===== config.mk =====
export PLATFORM = sky130hd
export DESIGN_NAME = screen_ram_arbiter
export DESIGN_NICKNAME = d
export VERILOG_FILES = /design/src/rtl/screen_arb_pkg.sv /design/src/rtl/sat_max_counter.sv /design/src/rtl/screen_ram_arbiter.sv
export SDC_FILE = /design/constraint.sdc
export NUM_CORES = 1
export LEC_CHECK = 0
export BUFFER_PORTS_ARGS = -buffer_cell sky130_fd_sc_hd__buf_2
export CORE_ASPECT_RATIO = 2
export CORE_MARGIN = 8
export CORE_UTILIZATION = 40
export DETAILED_ROUTE_END_ITERATION = 8
export GPL_TIMING_DRIVEN = 0
export PLACE_DENSITY_LB_ADDON = 0.25
export SLEW_MARGIN = 30
export SYNTH_ARGS = -nofsm -noshare
export SYNTH_HDL_FRONTEND = slang
export SYNTH_SLANG_ARGS = --single-unit

===== constraint.sdc =====
create_clock -name clk -period 3.6 [get_ports clk]
set_input_delay 0.9 -clock clk [delete_from_list [all_inputs] [get_ports clk]]
set_output_delay 0.9 -clock clk [all_outputs]
set_load 0.005 [all_outputs]

===== src/rtl/screen_arb_pkg.sv =====
// Shared definitions for the screen RAM arbiter: FSM encoding and default widths.
package screen_arb_pkg;

    localparam int DEF_ADDR_WIDTH = 11;
    localparam int DEF_DATA_WIDTH = 8;
    localparam int DEF_WAIT_WIDTH = 8;

    typedef enum logic [1:0] {
        ST_IDLE  = 2'd0,
        ST_PEND  = 2'd1,
        ST_RDATA = 2'd2,
        ST_ACK   = 2'd3
    } arb_state_t;

endpackage


===== src/rtl/sat_max_counter.sv =====
// Saturating event counter with a running-maximum register; the maximum is
// folded in on commit so callers decide when an interval ends.
module sat_max_counter #(
    parameter int WIDTH = 8
) (
    input  logic             clk,
    input  logic             reset,
    input  logic             clear,
    input  logic             inc,
    input  logic             commit,
    output logic [WIDTH-1:0] count,
    output logic [WIDTH-1:0] max_value
);

    logic [WIDTH-1:0] count_reg;
    logic [WIDTH-1:0] max_reg;

    always_ff @(posedge clk or negedge reset) begin
        if (!reset) begin
            count_reg <= '0;
            max_reg   <= '0;
        end else begin
            if (clear)
                count_reg <= '0;
            else if (inc && (count_reg != {WIDTH{1'b1}}))
                count_reg <= count_reg + 1'b1;
            if (commit && (count_reg > max_reg))
                max_reg <= count_reg;
        end
    end

    assign count     = count_reg;
    assign max_value = max_reg;

endmodule


===== src/rtl/screen_ram_arbiter.sv =====
// Single-port screen RAM shared by the VGA pixel fetch (absolute priority) and
// a one-deep CPU command slot serviced whenever the renderer is not reading.
module screen_ram_arbiter
    import screen_arb_pkg::*;
#(
    parameter int ADDR_WIDTH = DEF_ADDR_WIDTH,
    parameter int DATA_WIDTH = DEF_DATA_WIDTH,
    parameter int WAIT_WIDTH = DEF_WAIT_WIDTH
) (
    input  logic                  clk,
    input  logic                  reset,
    input  logic                  vga_read_en,
    input  logic [ADDR_WIDTH-1:0] vga_read_addr,
    output logic [DATA_WIDTH-1:0] vga_read_data,
    input  logic                  cpu_req,
    input  logic                  cpu_we,
    input  logic [ADDR_WIDTH-1:0] cpu_addr,
    input  logic [DATA_WIDTH-1:0] cpu_wdata,
    output logic                  cpu_busy,
    output logic                  cpu_ack,
    output logic [DATA_WIDTH-1:0] cpu_rdata,
    output logic                  cpu_overrun,
    output logic                  ram_en,
    output logic                  ram_we,
    output logic [ADDR_WIDTH-1:0] ram_addr,
    output logic [DATA_WIDTH-1:0] ram_wdata,
    input  logic [DATA_WIDTH-1:0] ram_rdata,
    output logic [WAIT_WIDTH-1:0] stat_max_wait
);

    arb_state_t            state_reg;
    logic                  cmd_we_reg;
    logic [ADDR_WIDTH-1:0] cmd_addr_reg;
    logic [DATA_WIDTH-1:0] cmd_wdata_reg;
    logic [DATA_WIDTH-1:0] cpu_rdata_reg;
    logic                  overrun_reg;
    logic                  prev_vga_reg;
    logic [DATA_WIDTH-1:0] vga_hold_reg;
    logic [WAIT_WIDTH-1:0] wait_count;

    logic in_idle;
    logic in_pend;
    logic pend_grant;

    assign in_idle    = (state_reg == ST_IDLE);
    assign in_pend    = (state_reg == ST_PEND);
    assign pend_grant = in_pend & ~vga_read_en;

    always_ff @(posedge clk or negedge reset) begin
        if (!reset) begin
            state_reg     <= ST_IDLE;
            cmd_we_reg    <= 1'b0;
            cmd_addr_reg  <= '0;
            cmd_wdata_reg <= '0;
            cpu_rdata_reg <= '0;
            overrun_reg   <= 1'b0;
            prev_vga_reg  <= 1'b0;
            vga_hold_reg  <= '0;
        end else begin
            prev_vga_reg <= vga_read_en;
            if (prev_vga_reg)
                vga_hold_reg <= ram_rdata;
            // Any request outside IDLE (ACK included) is dropped and flagged.
            if (cpu_req && !in_idle)
                overrun_reg <= 1'b1;
            case (state_reg)
                ST_IDLE: begin
                    if (cpu_req) begin
                        cmd_we_reg    <= cpu_we;
                        cmd_addr_reg  <= cpu_addr;
                        cmd_wdata_reg <= cpu_wdata;
                        state_reg     <= ST_PEND;
                    end
                end
                ST_PEND: begin
                    if (!vga_read_en)
                        state_reg <= cmd_we_reg ? ST_ACK : ST_RDATA;
                end
                ST_RDATA: begin
                    cpu_rdata_reg <= ram_rdata;
                    state_reg     <= ST_ACK;
                end
                default: state_reg <= ST_IDLE;
            endcase
        end
    end

    sat_max_counter #(
        .WIDTH(WAIT_WIDTH)
    ) u_wait_stat (
        .clk       (clk),
        .reset     (reset),
        .clear     (in_idle & cpu_req),
        .inc       (in_pend & vga_read_en),
        .commit    (pend_grant),
        .count     (wait_count),
        .max_value (stat_max_wait)
    );

    // The renderer owns the address bus whenever it strobes; it never writes.
    assign ram_en    = vga_read_en | pend_grant;
    assign ram_we    = pend_grant & cmd_we_reg;
    assign ram_addr  = vga_read_en ? vga_read_addr : cmd_addr_reg;
    assign ram_wdata = cmd_wdata_reg;

    assign vga_read_data = prev_vga_reg ? ram_rdata : vga_hold_reg;

    assign cpu_busy    = ~in_idle;
    assign cpu_ack     = (state_reg == ST_ACK);
    assign cpu_rdata   = cpu_rdata_reg;
    assign cpu_overrun = overrun_reg;

endmodule


### After elaboration in Yosys (flattened, before gate mapping)

Cells that the tools add are included.

* register bits: 56
* bits of input ports: 43
* output and inout bits: 48
* word-level logic and storage cells: 41

* add/sub/neg operators: 1
* magnitude comparators: 1
* equality and inequality tests: 6
* muxes and demuxes: 8
* bitwise operators: 7
* reduce and logical (&&, ||, !) cells: 8

Operators with widths (number)
* $mux W8: 3
* $mux W11: 1
* $add A8 B1 Y8 const B: 1
* $gt A8 B8 Y1: 1
* $ne A8 B8 Y1 const B: 1
* $pmux W2 S3: 1
* $and A1 B1 Y1: 4
* $eq A2 B2 Y1 const B: 2
* $mux W2: 2
* $ne A2 B2 Y1 const B: 2
* $reduce_and A2 Y1: 2
* $logic_and A1 B1 Y1: 3
* $eq A2 B1 Y1 const B: 1
* $logic_not A2 Y1: 1
* $not A1 Y1: 2
* $reduce_bool A2 Y1: 1
* $logic_not A1 Y1: 1
* $mux W1: 1
* $or A1 B1 Y1: 1

### Depth between registers and ports, before layout

* word-level depth: 5
* depth in mapped cells: 7

### Cells and area by module

A second synthesis with hierarchy kept.

* cells, all modules: 196
* area, all modules: 2707.6 um^2

Modules (own cells, without submodules)
* screen_ram_arbiter: instances 1, cells an instance 111, area an instance 1805.5 um^2, sequential area each 1001.0 um^2
* sat_max_counter: instances 1, cells an instance 85, area an instance 902.1 um^2, sequential area each 400.4 um^2

### Least setup slack after synthesis

Ideal clock, no wire load.

* path kind: in2out
* from: input vga_read_en
* to: output ram_addr[2]
* data arrival time: 1.730 ns
* data required time: 2.700 ns
* path slack: 0.970 ns
* stages on the path: 3
* buffers on the path: 2
* cell sequence: clkbuf_2 -> clkbuf_1 -> mux2_2

* cells in the longest elaborated chain, start to end: 1

RTL lines
* start: declaration: line screen_ram_arbiter.sv:12 `input logic vga_read_en,`
* $mux W11: line screen_ram_arbiter.sv:103 `assign ram_addr = vga_read_en ? vga_read_addr : cmd_addr_reg;`
* end: declaration: line screen_ram_arbiter.sv:25 `output logic [ADDR_WIDTH-1:0] ram_addr,`

No other way between the ends.

### Worst setup path after layout

Ends and elaborated chain as after synthesis.

==> reports/summary.txt <==
==================================================================================
Final ANT Viol Nets                                                              0
Number of vias in the routed layout                                           1789
Die X                                                                 73.3 microns
Crit share post-route                                                        84.3%
Number of filler cells placed in the layout                                    600
Post-CTS Hold Fix Bufs                                                           0
HPWL reported at the end of detailed placement                        4300 microns
Worst rel slew slack                                                         53.5%
Post-Route Setup TNS                                                          0 ps
Startpoint types                                                      primary input
Ys Warns                                                                         0
CP endpoint kind                                                       output port
Cell Area, Placed                                                       3190 sq um
Minimum period implied by the final worst setup slack                      3040 ps
Post-Synthesis Net Count                                                       248
Design Area, Final                                                      3350 sq um
Setup repair bufs after CTS                                                      0
Number of H-tree levels                                                          2
Standby leakage power                                                      1.65 nW
Clock tree root driver cell                                           sky130_fd_sc_hd__clkbuf_16
Number of flops mapped to enable cells by yosys                                  0
Count of cell types in the netlist                                              30
Part of the Yosys area used for sequential elements                          53.4%
Post-synthesis to final-layout area growth                                   27.7%
DR iter-0 viols                                                                 48
Final net count                                                                345
Post-synth top area share                                                    53.4%
Hold Path Cell Cnt                                                               1
Multi-input logic area                                                  1150 sq um
Routed len/inst                                                       14.5 microns
Flip-flop count of the largest register, all copies and words added             11
Crit Path Category                                                    primary input to output port
Die Height                                                             131 microns
Slew at the pin closest to its max-slew limit                               697 ps
Main synth FF type                                                    sky130_fd_sc_hd__dfrtp_1
Cell Rows                                                                       42
Maximum fanout encountered on the critical timing path                          10
Total detailed-routing wirelength                                     5470 microns
Clock slew at reported path FFs                                              70 ps
Tightest Hold Check Type                                              flip-flop to flip-flop
Clock tree from TritonCTS                                                     done
Final RePlAce weighted congestion                                            0.814
First-pass GRT wire length                                            9150 microns
Core outline area                                                       6460 sq um
Maximum clock insertion buffer count                                             2
Overall overflow remaining after global route                                    0
FF+latch count, synth                                                           56
Total instance count after detailed placement                                  369
Maximum number of pins on one net before global-route repair                    57
Endpoints failing hold                                                           0
Later-pin clock latency in the skew report                                  290 ps
Synthesized instance count                                                     191
Share of flip-flops with an asynchronous set or reset                         100%
Number of maximum-capacitance violations                                         0
Vias per cell                                                                 4.75
Fmax                                                                       329 MHz
1st-pass router iterations                                                       4
Top cell type by total area after synthesis                           sky130_fd_sc_hd__dfrtp_1
Number of design rule violations left after detail routing                       0
Total number of clock tree sinks                                                56
Final Slew Violations                                                            0
Diodes inserted                                                                  0
Cts bufs inserted                                                                5
Max VDD drop                                                                436 uV
Worst EP required                                                          2700 ps
Post-Synthesis Mean Instance Area                                       13.7 sq um
Total of endpoints with negative setup slack in the final report                 0
Unrepaired setup endpoints after global routing                                 no
Worst reg-to-reg path cell count                                                 6
Outcome                                                               finished, final reports clean
Sequential standard cell area                                           1400 sq um
Mapped cell area                                                        2620 sq um
Die footprint                                                           9560 sq um
Worst Path Arrival                                                         2140 ps
Count of instances resized after the clock tree is built                         0
Leading cell types by total area after synthesis                      sky130_fd_sc_hd__dfrtp_1, sky130_fd_sc_hd__mux2_2, sky130_fd_sc_hd__ha_1
Ports placed on the boundary                                                    91
Initial Utilization                                                          40.6%
Vias in the first global route                                                2028
Post-Route Skew                                                            3.51 ps
IO Port Bufs                                                                    90
Post-synth top cells                                                  sky130_fd_sc_hd__dfrtp_1, sky130_fd_sc_hd__mux2_2, sky130_fd_sc_hd__ha_1
Ratio of cells with drive above 1 in the final layout                        56.7%
Global-route usage over all layers                                           12.1%
Number of antenna violations at the first check in global routing                0
Pwr dens                                                               679 nW/um^2
Number of non-filler instances in the completed layout                         377
==================================================================================
[worst max-delay path: stages]
cell                       delay, ps
sky130_fd_sc_hd__buf_2            80
sky130_fd_sc_hd__clkbuf_2        180
sky130_fd_sc_hd__clkbuf_1        440
sky130_fd_sc_hd__mux2_2          390
sky130_fd_sc_hd__buf_2           130
[cells by family (layout without fill, tap and decap cells)]
family	count (synthesis)	count (layout)	synth area share [%]
AO/OA/AOI/OAI	11	11	4.44
AND/OR/NAND/NOR	28	28	5.92
flip-flops	56	56	53.4
adder cells (fa/ha/maj)	14	14	6.68
multiplexers	57	57	24.4
buffers and inverters	18	116	2.77
XOR/XNOR	7	7	2.34
[path summary, 6_finish.rpt]
| path | start | to | slack (ps) |
|---|---|---|---|
| max | vga_read_en | ram_addr[2] | 560 |
| min | cpu_overrun$_DFFE_PN0P_ | cpu_overrun$_DFFE_PN0P_ | 450 |
| max reg2reg | u_wait_stat.count[2]$_DFFE_PN0P_ | u_wait_stat.max_value[6]$_DFFE_PN0P_ | 1530 |
| min reg2reg | cpu_overrun$_DFFE_PN0P_ | cpu_overrun$_DFFE_PN0P_ | 450 |
| max in group asynchronous | reset | vga_hold_reg[2]$_DFF_PN0_ | 2480 |
| min in group asynchronous | reset | u_wait_stat.max_value[4]$_DFFE_PN0P_ | 650 |
[metrics by stage]
step                util, %  power [mW]  hold WS, ps  setup slack, ps
floorplan                 -        1.46          451              970
global placement       49.2        1.74          434              570
detailed placement     49.3        1.78          442              530
CTS                    51.8        2.32          457              535
global route           51.8        2.43          477              475
finish                 51.8        2.28          454              564
[final cells by class]
class                           count  area share, %
Inverter                           11           1.23
Timing Repair Buffer               90           13.5
Clock inverter                      2           1.05
Tap cell                           88           3.29
Multi-Input combinational cell    117           34.3
Buffer                              7          0.934
Sequential cell                    56           41.8
Clock buffer                        6           3.85
[metal layers]
layer | vias to the layer above | track usage [%] | wire length [microns]
li1 | 858 | - | -
met1 | 858 | 13.7 | 2260
met2 | 68 | 19.7 | 2620
met3 | 5 | 5.05 | 516
met4 | 0 | 4.28 | 75
met5 | - | 0 | 0
[layout by cell type (no fill, tap or decap), drive strengths merged, types with 4 or more instances in the layout]
| cell | n |
|---|---|
| buf | 93 |
| mux2 | 56 |
| dfrtp | 56 |
| ha | 14 |
| inv | 11 |
| nor2 | 10 |
| clkbuf | 10 |
| xor2 | 6 |
| nand4 | 5 |
| nand2 | 4 |
[report_power, final]
| part | switching, mW | total (mW) | leakage, nW | internal (mW) |
|---|---|---|---|---|
| clock | 0.206 | 0.533 | 0.0808 | 0.327 |
| combinational | 0.341 | 0.795 | 0.881 | 0.454 |
| sequential | 0.114 | 0.948 | 0.688 | 0.834 |
Power figures use the tool's default switching activity.
